===== config.mk =====
export PLATFORM = sky130hd
export DESIGN_NAME = pipeline_hazard_ctrl
export DESIGN_NICKNAME = d
export VERILOG_FILES = /design/src/rtl/pipeline_hazard_ctrl.sv
export SDC_FILE = /design/constraint.sdc
export NUM_CORES = 1
export LEC_CHECK = 0
export ABC_AREA = 1
export CAP_MARGIN = 5
export CORE_MARGIN = 2
export CORE_UTILIZATION = 32
export DETAILED_ROUTE_END_ITERATION = 8
export PLACE_DENSITY = 0.77
export SLEW_MARGIN = 20
export SYNTH_ARGS = -nofsm -noshare
export SYNTH_HDL_FRONTEND = slang
export SYNTH_SLANG_ARGS = --single-unit

===== constraint.sdc =====
create_clock -name CLK -period 1.8 [get_ports CLK]
set_input_delay 0.54 -clock CLK [delete_from_list [all_inputs] [get_ports CLK]]
set_output_delay 0.54 -clock CLK [all_outputs]
set_load 0.05 [all_outputs]

===== src/rtl/pipeline_hazard_ctrl.sv =====
// Hazard/stall controller for a 5-stage pipeline: memory busywait, taken-branch flush, load-use bubble.
// Define HAZARD_STATS_EN to add saturating STALL_COUNT / FLUSH_COUNT outputs.
module pipeline_hazard_ctrl (
  input  logic       CLK,
  input  logic       RESET,
  input  logic       IMEM_BUSYWAIT,
  input  logic       DMEM_BUSYWAIT,
  input  logic       BRANCH_TAKEN,
  input  logic [4:0] ID_RS1,
  input  logic [4:0] ID_RS2,
  input  logic       ID_RS1_USED,
  input  logic       ID_RS2_USED,
  input  logic [4:0] EX_RD,
  input  logic       EX_MEM_READ,
  input  logic       EX_REG_WRITE_EN,
  output logic       PC_HOLD,
  output logic       IF_ID_HOLD,
  output logic       ID_EX_HOLD,
  output logic       EX_MEM_HOLD,
  output logic       MEM_WB_HOLD,
  output logic       IF_ID_FLUSH,
  output logic       ID_EX_FLUSH
`ifdef HAZARD_STATS_EN
  ,
  output logic [15:0] STALL_COUNT,
  output logic [15:0] FLUSH_COUNT
`endif
);

  typedef enum logic [1:0] {RUN, LD_STALL, MEM_WAIT} state_t;

  state_t state_reg, state_next;
  logic   pend_flush_reg, pend_flush_next;
  logic   busy, flush_req, load_use;

  assign busy      = IMEM_BUSYWAIT | DMEM_BUSYWAIT;
  assign flush_req = BRANCH_TAKEN | pend_flush_reg;
  assign load_use  = EX_MEM_READ & EX_REG_WRITE_EN & (EX_RD != 5'd0) &
                     ((ID_RS1_USED & (ID_RS1 == EX_RD)) | (ID_RS2_USED & (ID_RS2 == EX_RD)));

  always_comb begin
    PC_HOLD         = 1'b0;
    IF_ID_HOLD      = 1'b0;
    ID_EX_HOLD      = 1'b0;
    EX_MEM_HOLD     = 1'b0;
    MEM_WB_HOLD     = 1'b0;
    IF_ID_FLUSH     = 1'b0;
    ID_EX_FLUSH     = 1'b0;
    state_next      = RUN;
    pend_flush_next = pend_flush_reg;
    if (busy) begin
      // A branch resolved while frozen is remembered and squashes once memory is ready
      PC_HOLD         = 1'b1;
      IF_ID_HOLD      = 1'b1;
      ID_EX_HOLD      = 1'b1;
      EX_MEM_HOLD     = 1'b1;
      MEM_WB_HOLD     = 1'b1;
      state_next      = MEM_WAIT;
      pend_flush_next = pend_flush_reg | BRANCH_TAKEN;
    end else if (flush_req) begin
      IF_ID_FLUSH     = 1'b1;
      ID_EX_FLUSH     = 1'b1;
      pend_flush_next = 1'b0;
    end else if (load_use && state_reg != LD_STALL) begin
      PC_HOLD     = 1'b1;
      IF_ID_HOLD  = 1'b1;
      ID_EX_FLUSH = 1'b1;
      state_next  = LD_STALL;
    end
    if (!RESET) begin
      PC_HOLD     = 1'b0;
      IF_ID_HOLD  = 1'b0;
      ID_EX_HOLD  = 1'b0;
      EX_MEM_HOLD = 1'b0;
      MEM_WB_HOLD = 1'b0;
      IF_ID_FLUSH = 1'b1;
      ID_EX_FLUSH = 1'b1;
    end
  end

  always_ff @(posedge CLK or negedge RESET) begin
    if (!RESET) begin
      state_reg      <= RUN;
      pend_flush_reg <= 1'b0;
    end else begin
      state_reg      <= state_next;
      pend_flush_reg <= pend_flush_next;
    end
  end

`ifdef HAZARD_STATS_EN
  logic [1:0] cnt_inc;
  assign cnt_inc = {IF_ID_FLUSH & RESET, PC_HOLD};

  generate
    for (genvar gi = 0; gi < 2; gi++) begin : g_cnt
      logic [15:0] cnt_reg;
      always_ff @(posedge CLK or negedge RESET) begin
        if (!RESET)
          cnt_reg <= 16'd0;
        else if (cnt_inc[gi] && cnt_reg != 16'hFFFF)
          cnt_reg <= cnt_reg + 16'd1;
      end
    end
  endgenerate

  assign STALL_COUNT = g_cnt[0].cnt_reg;
  assign FLUSH_COUNT = g_cnt[1].cnt_reg;
`endif

endmodule


; Word-level counts from Yosys, hierarchy flattened
; Index checks and enable logic that the tools add are counted.
[classes]
n_mul = 0
n_div = 0
mux = 17
add_sub_neg = 0
n_eq_ne = 3
bitwise = 8
shifts = 0
n_reduce_logical = 3
n_lt_le_gt_ge = 0
[op_table]
columns = operator, count
row1 = 1-bit two-way mux, 16
row2 = 5-bit == test, 2
row3 = 1-bit AND, 5
row4 = 5-bit nonzero test, 1
row5 = 1-bit bitwise OR, 3
row6 = 2-bit two-way mux, 1
row7 = 2-bit by 1-bit inequality test with 1-bit output (second input constant), 1
row8 = 2-bit nonzero test, 1
row9 = 1-bit logical AND, 1
[totals]
n_memories = 0
mem_bits_rw = 0
latchBits = 0
input_bits = 24
word_cells = 33
ff_bits = 3
output_inout_bits = 7
romBits = 0

; Depth between registers and ports, before layout
[depth]
word_depth = 9
depth_mapped = 9
depth_no_buf = 8

; Worst setup path before layout
; Ideal clock, no wire load.
[synth_timing]
path_type = input to output
startpoint = input port RESET
endpoint = output port ID_EX_FLUSH
n_path_buf = 0
arrival_ns = 2.274
required_time_ns = 1.260
cell_stages = 5
slack_ns = -1.014
path_cell_list = inv_1 -> nor2_1 -> nor2_1 -> inv_1 -> nand2_1
[synth_via]
elab_chain_len = 1
[synth_rtl]
columns = item, line_no
row1 = start: declaration, 5  ; input logic RESET,
row2 = 1-bit two-way mux, 70  ; if (!RESET) begin
row3 = end: declaration, 22  ; output logic ID_EX_FLUSH
; Every way passes these cells.

; Worst setup path after layout
[layout_timing]
startpoint = input port EX_RD[2]
endpoint = output port IF_ID_HOLD
[layout_via]
elab_chain_len = 9
elab_cells_between_ends = 13
classes_between = eq/ne: 2 / mux: 4 / bitwise: 5 / reduce/logical: 2
[layout_rtl]
columns = item, line_no
row1 = start: declaration, 13  ; input logic [4:0] EX_RD,
row2 = 5-bit == test, 39  ; ((ID_RS1_USED & (ID_RS1 == EX_RD)) | (ID_RS2_USED & (ID_RS2 == EX_RD)));
row3 = 1-bit AND, 39
row4 = 1-bit bitwise OR, 39
row5 = 1-bit AND (*), 38  ; assign load_use = EX_MEM_READ & EX_REG_WRITE_EN & (EX_RD != 5'd0) &
row6 = 1-bit logical AND (*), 64  ; end else if (load_use && state_reg != LD_STALL) begin
row7 = 1-bit two-way mux (*), 64
row8 = 1-bit two-way mux (*), 60  ; end else if (flush_req) begin
row9 = 1-bit two-way mux (*), 51  ; if (busy) begin
row10 = 1-bit two-way mux (*), 70
row11 = end: declaration, 17  ; output logic IF_ID_HOLD,
; Every way passes the cells marked *; elsewhere a longest branch is shown, timed or not.

==> impl_metrics.py <==
metrics = {
    "floorplanning": {
        "io_pins": 31,
        "start_util": 0.359,
        "die_h_um": 40.0,
        "coreArea_mm2": 0.00116,
        "die_w_um": 40.0,
        "rows": 12,
        "dieArea_mm2": 0.00160,
    },
    "detailed_routing": {
        "drtIter0Drc": 19,
        "drc": 0,
        "vias_per_cell": 4.79,
        "top_layer": "met4",
        "postRouteAntennaNets": 0,
        "wl_met1_um": 723,
        "dr_wl_met2_mm": 1.16,
        "wl_mm": 2.11,
        "via_count": 666,
        "routedWlPerCell_um": 15.2,
        "drtPass1Iterations": 4,
        "route.met3.wl_um": 89,
    },
    "clocking": {
        "cts_buffer_depth": 2,
        "cts_tree": "yes",
        "clock_sinks": 3,
        "clockRootBuffer": "clkbuf_4",
        "cts_buffers": 3,
        "h-tree-depth": 1,
        "clk_pin_slew_ns": 0.04,
        "insertion_delay_ns": 0.24,
        "cts-hold-fix-buffers": 0,
    },
    "synthesis": {
        "synth_fa_ha_area_frac": 0,
        "ys_types": 14,
        "yosysWarnings": 0,
        "synth_mux_area_frac": 0,
        "syn_inst": 80,
        "synthesis.nets": 104,
        "syn_avg_cell_area_um2": 5.19,
        "synth_top_family_by_area": "simple AND/OR/NAND/NOR gates",
        "synthXorXnorAreaFrac": 0,
        "synth-compound-area-share": 0.0241,
        "syn_area_um2": 415,
        "synthSimpleGateAreaFrac": 0.560,
        "ys_seq_area_frac": 0.181,
        "synth-seq-cells": 3,
    },
    "final_layout": {
        "drive_above_1_share": 0.680,
        "num-nets-final": 150,
        "num-fill-cells": 59,
        "area_delta_synth_final_pct": 146,
        "largest_reg_flops": 2,
        "diodes": 0,
        "layout_commonest_cell": "nand2_1",
        "final_cell_mix": "nand2_1 (21), buf_6 (14), inv_2 (11), buf_4 (11), nand2_2 (9)",
    },
    "placement": {
        "gp_congestion": 0.746,
        "dp_hpwl_mm": 1.10,
        "dpl_worst_slack_ns": -0.627,
        "portBuffers": 30,
    },
    "worst_setup_path": {
        "r2r-start": "state_reg[1]$_DFF_PN0_",
        "rrSetupSlack_ns": 0.53,
        "cp.buffers_inverters": 3,
        "critPathKind": "in -> out",
        "crit_start": "EX_RD[2]",
        "crit_family": "simple AND/OR/NAND/NOR gates",
        "cp_cell_sequence": "buf_6, inv_4, nor2_1, nor2_1, nand3_1, nand2_2, nand3_4, nand2_8, buf_12",
        "arrival_ns": 1.49,
        "critPathMostFrequentCell": "nor2_1",
        "end_kind": "output port",
        "startpoint_type": "input port",
        "slowest_stage": "nor2_1",
        "required_ns": 1.26,
        "path_max_fanout": 4,
        "critPathMaxStageDelay_ns": 0.14,
    },
    "global_routing": {
        "overflow": 0,
        "grtUsageTotal": 0.250,
        "grt_pass1_wl_mm": 2.60,
        "first_global_vias": 661,
        "grt_max_degree": 5,
        "grt_antenna_before_repair": 0,
    },
    "sta": {
        "relSlewSlack": 0.888,
        "final-setup-viol-count": 4,
        "tightestPinTransition_ns": 0.167,
        "fin_crit_sh": 1.13,
        "drv_slew": 0,
        "setup_slack_ns": -0.232,
        "clock_skew_ns": 0.00819,
        "layout_min_cycle_time_ns": 2.03,
        "final_hold_viol_count": 0,
        "rsz0062_at_grt": "true",
        "tns_ns": -0.668,
        "max_freq_mhz": 492,
    },
    "power": {
        "p_leak_nw": 0.540,
        "p_per_area_mw_per_mm2": 459,
        "ir_drop_mv": 0.372,
    },
    "status": {
        "violations": "negative setup slack",
        "status": "complete, but fails checks",
    },
    "flow_run": {
        "cap_violations": 0,
    },
    "hold_path": {
        "worstHoldPathType": "in -> async",
    },
}
## final cells by class
type / count / area [µm²] / area share
clock buffers: 4 / 26.3 / 0.0257
repair buffers: 44 / 475 / 0.465
inverters: 20 / 87.6 / 0.0856
flip-flops and latches: 3 / 75.1 / 0.0733
well taps: 14 / 17.5 / 0.0171
multi-input cells: 54 / 342 / 0.334
## where the power goes
group          internal, W  switching [W]
Combinational     0.000136       0.000141
Sequential       0.0000710     0.00000324
Clock            0.0000831      0.0000353
## timing repair
action | 4_1_cts | 5_1_grt
setup endpoints to repair | 7 | 7
resized for setup | 106 | 24
pin swaps | 39 | 23
buffers inserted | 7 | 1
## synthesized netlist by cell type
| cell | instances | share of area |
|---|---|---|
| inv_1 | 15 | 0.14 |
| nor2_2 | 5 | 0.075 |
| nand2_2 | 2 | 0.030 |
| nor2_4 | 1 | 0.027 |
| o21ai_0 | 1 | 0.012 |
| nor2_1 | 9 | 0.081 |
| nand4_1 | 1 | 0.015 |
| dfrtp_1 | 3 | 0.18 |
| a21oi_1 | 1 | 0.012 |
| buf_4 | 3 | 0.054 |
| nand3_1 | 3 | 0.036 |
| nand2_1 | 30 | 0.27 |
| inv_2 | 5 | 0.045 |
| nand3_2 | 1 | 0.024 |
## stage by stage
step | hold WS [ns] | utilization | cell area [µm²] | power (W) | std cells
4_1_cts | 0.288 | 0.828 | 957 | 0.000446 | 138
3_5_place_dp | 0.634 | 0.754 | 872 | 0.000305 | 127
6_report | 0.249 | 0.885 | 1020 | 0.000470 | 139
3_3_place_gp | 0.575 | 0.754 | 872 | 0.000298 | 127
2_1_floorplan | 0.244 | - | 469 | 0.000183 | 80
5_1_grt | 0.240 | 0.885 | 1020 | 0.000500 | 139
## cell families (layout without fill, tap and decap cells)
family                 Yosys count  after routing
flip-flops                       3              3
AND/OR/NAND/NOR                 52             52
buffers and inverters           23             68
AO/OA/AOI/OAI                    2              2
## layer usage
layer,GRT usage,up-vias
met1,0.226,299
met5,0,-
met4,0.172,0
met3,0.0500,14
li1,-,316
met2,0.484,37
## final timing paths
kind	to	cells after the start
setup reg to reg	state_reg[0]$_DFF_PN0_	8
min in group CLK	state_reg[0]$_DFF_PN0_	6
hold / removal	pend_flush_reg$_DFFE_PN0P_	2
setup / recovery	IF_ID_HOLD	9
max in group asynchronous	state_reg[1]$_DFF_PN0_	2
hold reg to reg	state_reg[0]$_DFF_PN0_	5
No activity file was read; power rests on OpenSTA's default activity.
